**src/rtl/step_sequencer_ctrl_pkg.sv**
```systemverilog
// Shared definitions for the step sequencer: state encoding and dwell-range check.
package step_sequencer_ctrl_pkg;

    typedef enum logic [1:0] {
        IDLE = 2'd0,
        S1   = 2'd1,
        S2   = 2'd2,
        S3   = 2'd3
    } state_t;

    // A dwell must be at least one cycle and fit the counter without wrapping.
    function automatic bit dwell_ok(input int dwell, input int cw);
        return (dwell >= 1) && (dwell <= ((1 << cw) - 1));
    endfunction

endpackage

```
**src/rtl/step_sequencer_ctrl_rise_detect.sv**
```systemverilog
// Rising-edge detector for push-button/request levels; a level held through reset
// is not reported as an edge because the history register resets high.
module rise_detect (
    input  logic clk,
    input  logic reset,
    input  logic d,
    output logic rise
);

    logic r_a_q;

    always_ff @(posedge clk) begin
        if (reset) r_a_q <= 1'b1;
        else       r_a_q <= d;
    end

    assign rise = d & ~r_a_q;

endmodule

```
**src/rtl/step_sequencer_ctrl.sv**
```systemverilog
// Three-step output sequencer: a rising edge on A runs IDLE->S1->S2->S3->IDLE,
// with one extra request queued and replayed back-to-back.
module step_sequencer_ctrl
    import step_sequencer_ctrl_pkg::*;
#(
    parameter int DWELL1 = 2,
    parameter int DWELL2 = 3,
    parameter int DWELL3 = 4,
    parameter int CW     = 4
) (
    input  logic clk,
    input  logic reset,
    input  logic A,
    output logic Y1,
    output logic Y2,
    output logic Y3,
    output logic busy,
    output logic done
);

    if (!dwell_ok(DWELL1, CW) || !dwell_ok(DWELL2, CW) || !dwell_ok(DWELL3, CW)) begin : g_bad_dwell
        $error("step_sequencer_ctrl: dwell out of range for counter width");
    end

    localparam logic [CW-1:0] LAST1 = CW'(DWELL1 - 1);
    localparam logic [CW-1:0] LAST2 = CW'(DWELL2 - 1);
    localparam logic [CW-1:0] LAST3 = CW'(DWELL3 - 1);

    state_t        r_state;
    logic [CW-1:0] r_cnt;
    logic          r_pend;
    logic          r_done;
    logic          w_rise;

    rise_detect u_rise_detect (
        .clk   (clk),
        .reset (reset),
        .d     (A),
        .rise  (w_rise)
    );

    always_ff @(posedge clk) begin
        if (reset) begin
            r_state <= IDLE;
            r_cnt   <= '0;
            r_pend  <= 1'b0;
            r_done  <= 1'b0;
        end else begin
            r_done <= 1'b0;
            case (r_state)
                IDLE: begin
                    if (w_rise) begin
                        r_state <= S1;
                        r_cnt   <= '0;
                    end
                end
                S1: begin
                    if (w_rise) r_pend <= 1'b1;
                    if (r_cnt == LAST1) begin
                        r_cnt   <= '0;
                        r_state <= S2;
                    end else begin
                        r_cnt <= r_cnt + CW'(1);
                    end
                end
                S2: begin
                    if (w_rise) r_pend <= 1'b1;
                    if (r_cnt == LAST2) begin
                        r_cnt   <= '0;
                        r_state <= S3;
                    end else begin
                        r_cnt <= r_cnt + CW'(1);
                    end
                end
                S3: begin
                    if (r_cnt == LAST3) begin
                        // A request arriving in the exit cycle restarts directly, same as a queued one.
                        r_cnt  <= '0;
                        r_done <= 1'b1;
                        r_pend <= 1'b0;
                        if (r_pend || w_rise) r_state <= S1;
                        else                  r_state <= IDLE;
                    end else begin
                        if (w_rise) r_pend <= 1'b1;
                        r_cnt <= r_cnt + CW'(1);
                    end
                end
                default: r_state <= IDLE;
            endcase
        end
    end

    assign Y1   = (r_state == S1);
    assign Y2   = (r_state == S2);
    assign Y3   = (r_state == S3);
    assign busy = (r_state != IDLE);
    assign done = r_done;

endmodule
```
**config.mk**
```make
export PLATFORM = sky130hd
export DESIGN_NAME = step_sequencer_ctrl
export DESIGN_NICKNAME = d
export VERILOG_FILES = /design/src/rtl/step_sequencer_ctrl_pkg.sv /design/src/rtl/step_sequencer_ctrl_rise_detect.sv /design/src/rtl/step_sequencer_ctrl.sv
export SDC_FILE = /design/constraint.sdc
export NUM_CORES = 1
export LEC_CHECK = 0
export BUFFER_PORTS_ARGS = -buffer_cell sky130_fd_sc_hd__buf_2
export CAP_MARGIN = 10
export CORE_AREA = 2 2 39 41
export DETAILED_ROUTE_END_ITERATION = 10
export DIE_AREA = 0 0 41 43
export HOLD_SLACK_MARGIN = 0.1
export PLACE_DENSITY = 0.75
export REMOVE_ABC_BUFFERS = 1
export SYNTH_ARGS = -nofsm -noshare
export SYNTH_HDL_FRONTEND = slang
export SYNTH_HIERARCHICAL = 1
export SYNTH_SLANG_ARGS = --single-unit
```
**constraint.sdc**
```tcl
create_clock -name clk -period 2.1 [get_ports clk]
set_input_delay 0.21 -clock clk [delete_from_list [all_inputs] [get_ports clk]]
set_output_delay 0.21 -clock clk [all_outputs]
set_load 0.03 [all_outputs]
```
==> metrics.md <==
| Metric | Value |
|---|---|
| Syn Area/Cell | `around 9 sq um` |
| Crit path from | `r_state[0]` |
| Die area | `about 1800 sq um` |
| Slew Viols, Final | `0` |
| Yosys top cell by area | `dfxtp_1` |
| # Post-CTS Setup Buffers | `0` |
| Initial Utilization | `43.6%` |
| Vias post-DR | `approximately 520` |
| # diodes | `0` |
| Inserted Clock Buffers | `3` |
| Netlist Area Pre-Place | `approximately 600 sq um` |
| Hold Path Cell Cnt | `2` |
| Worst Hold Class | `in -> reg` |
| Worst-margin pin slew | `0.710 ns` |
| Wire per inst | `13.1 um` |
| CP endpoint kind | `flop` |
| Nets | `90` |
| Clock Skew | `just under 0.006 ns` |
| IO Pins | `8` |
| Period Utilization, post-route | `about nine tenths` |
| Tmin final | `about 1.9 ns` |
| Worst Hold End | `u_rise_detect/r_a_q` |
| Setup TNS | `0 ns` |
| Warnings from Yosys | `6` |
| Setup violators final | `0` |
| Yosys reg bits | `9` |
| Post-route cell area | `around 670 sq um` |
| Total Wirelength | `1240 um` |
| DP HPWL | `966 um` |
| Post-route ant nets | `0` |
| Crit Path Class | `reg -> reg` |
| Seq/Total Area, Yosys | `between 20 and 30%` |
| R2r endpoint | `r_state[0]` |
| Global-route congestion overflow total | `0` |
| Routability Congestion | `just over 0.8` |
| Area contributors post-synth | `dfxtp_1, ha_1, inv_1` |
| Top cells by count, synth | `dfxtp_1, ha_1, inv_1, nor2_1, nand2_1` |
| Top-area cell type share of the netlist area | `approximately 30%` |
| Final Hold Slack | `0.132 ns` |
| Drt via density | `5.50` |
| Clk buf depth | `2` |
| Vias in the first global route | `between 500 and 600` |
| Outcome | `completed` |
| H-tree depth | `1` |
| R2r startpoint | `r_state[0]` |
| CTS Hold Bufs | `0` |
| CTS tree | `done` |
| CP arrival | `between 2 and 2.5 ns` |
| Most common cell in the synthesized netlist | `dfxtp_1` |
| PortBufs | `7` |
| Max-cap check violation count | `0` |
| Post_cts resized | `0` |
| CP max FO | `8` |
| Mapped Cells | `69` |
| Die Span X | `just over 40 um` |
| CORE AREA | `about 1400 sq um` |
| Leak | `around 0.29 nW` |
| PD cells | `between 1000 and 1500 nW/um^2` |
| Worst-Skew Late Latency | `0.26 ns` |
| RSZ-0062 raised after global routing | `false` |
| Required @ worst endpoint | `around 2.3 ns` |
| Gr usage total | `between 10% and 20%` |
| Worst ir drop on vdd | `roughly 0.00067 V` |
| Reg clk slew, reported paths | `around 0.07 ns` |
| Post-route DRC | `0` |
| Drt first pass iters | `4` |
| CTS Root Cell | `clkbuf_4` |
| R2R cell count | `6` |
| Final Hold Viols | `0` |
| DP Area | `about 640 sq um` |
| CTS sink count | `9` |
| Number of synthesized flops with an enable pin | `0` |
| First-pass GRT wire length | `approximately 2200 um` |
| Area grow syn2layout | `10.6%` |
| Layout cells sized above 1 | `17.9%` |
| Slew HR | `between 50% and 60%` |
| Worst R2R Setup Slack | `0.22 ns` |
| Hold path start | `A` |
| Rows | `14` |
| Unique masters post-synth | `28` |
| Starting DRT DRC Count | `4` |
| Async set or reset register ratio after synthesis | `0%` |
| Die Span Y | `43 um` |
| Initial antenna violation count | `0` |
| Setup crit start kind | `flop` |
| Synth Flop Type | `dfxtp_1` |
| Highest clock rate | `about 530 MHz` |
| Largest net degree at the start of global routing | `12` |
[where the power goes]
part / internal (mW) / switching [mW] / leakage, nW / total [mW]
sequential: 0.187 / 0.0175 / 0.0730 / 0.204
combinational: 0.109 / 0.224 / 0.197 / 0.333
clock: 0.0702 / 0.0628 / 0.0177 / 0.133
total: 0.366 / 0.304 / 0.287 / 0.670
[placed cells by master, fill, tap and decap left out]
master / netlist / layout
or4_1: 1 / 1
or2b_1: 2 / 2
o211ai_1: 1 / 1
dfxtp_1: 9 / 9
nor3_1: 2 / 2
nor3b_4: 1 / 1
nor2_1: 8 / 8
clkinv_2: 0 / 1
nand2_1: 5 / 5
ha_1: 8 / 8
clkbuf_4: 0 / 3
buf_2: 1 / 7
o21ai_1: 1 / 1
o21ai_0: 1 / 1
a22oi_1: 1 / 1
a31oi_1: 2 / 2
o22ai_2: 1 / 1
nand4_1: 1 / 1
a21oi_1: 4 / 4
o31ai_1: 1 / 1
o41ai_1: 1 / 1
nand3_1: 1 / 1
o2111ai_4: 1 / 1
inv_1: 8 / 8
nor2b_1: 3 / 3
or2_1: 1 / 1
o221ai_1: 1 / 1
nor3b_1: 1 / 1
nand4b_1: 1 / 1
[worst max-delay path, stage by stage (launching register included)]
cell       delay [ns]
dfxtp_1          0.40
inv_1            0.11
ha_1             0.24
or2b_1           0.22
o2111ai_4        0.20
or4_1            0.51
a21oi_1          0.12
[through the flow]
stage	setup WS [ns]	util (%)	total power, mW	cells
after floorplan	0.244	-	0.461	67
after global placement	0.280	46.2	0.528	90
after global routing	0.0612	48.2	0.722	94
after CTS	0.228	48.2	0.674	94
after detailed placement	0.255	46.2	0.536	90
final	0.224	48.2	0.670	94
[per-layer routing]
metal  part of all wire [%]  global-route usage, %  up-vias  wire length, um
li1                       -                      -      259                -
met2                     55                   30.0       11              682
met3                    3.4                   6.28        0               42
met4                      0                   4.00        0                0
met5                      0                      0        -                0
met1                     41                   22.1      247              511
[registers in the layout, indices dropped and copies added, names as in the netlist]
name,cells
r_cnt,4
u_rise_detect/r_a_q,1
r_pend,1
done,1
r_state,2
[how the worst max path moves through the flow]
stage               depth (start not counted)    endpoint
detailed placement                          6  r_state[0]
global placement                            6  r_state[0]
CTS                                         6  r_state[0]
global route                                6    r_cnt[2]
finish                                      6  r_state[0]
floorplan                                   6  r_state[0]
[logic make-up (layout without fill, tap and decap cells)]
kind of cell	after synthesis	in the layout	synth area share [%]
and+or+nand+nor	27	27	25.3
buffers and inverters	10	19	8.09
DFF	9	9	29.9
AOI/OAI and AO/OA	15	15	20.1
adders and majority gates	8	8	16.6
[final cells by class]
| cell class | instances | area, sq um |
|---|---|---|
| fill | 136 | 717 |
| timing repair buffer | 7 | 35.0 |
| clock inverter | 1 | 5.00 |
| multi-input combinational | 50 | 374 |
| tap | 16 | 20.0 |
| clock buffer | 3 | 22.5 |
| sequential | 9 | 180 |
| inverter | 8 | 30.0 |
Power figures use the tool's default switching activity.
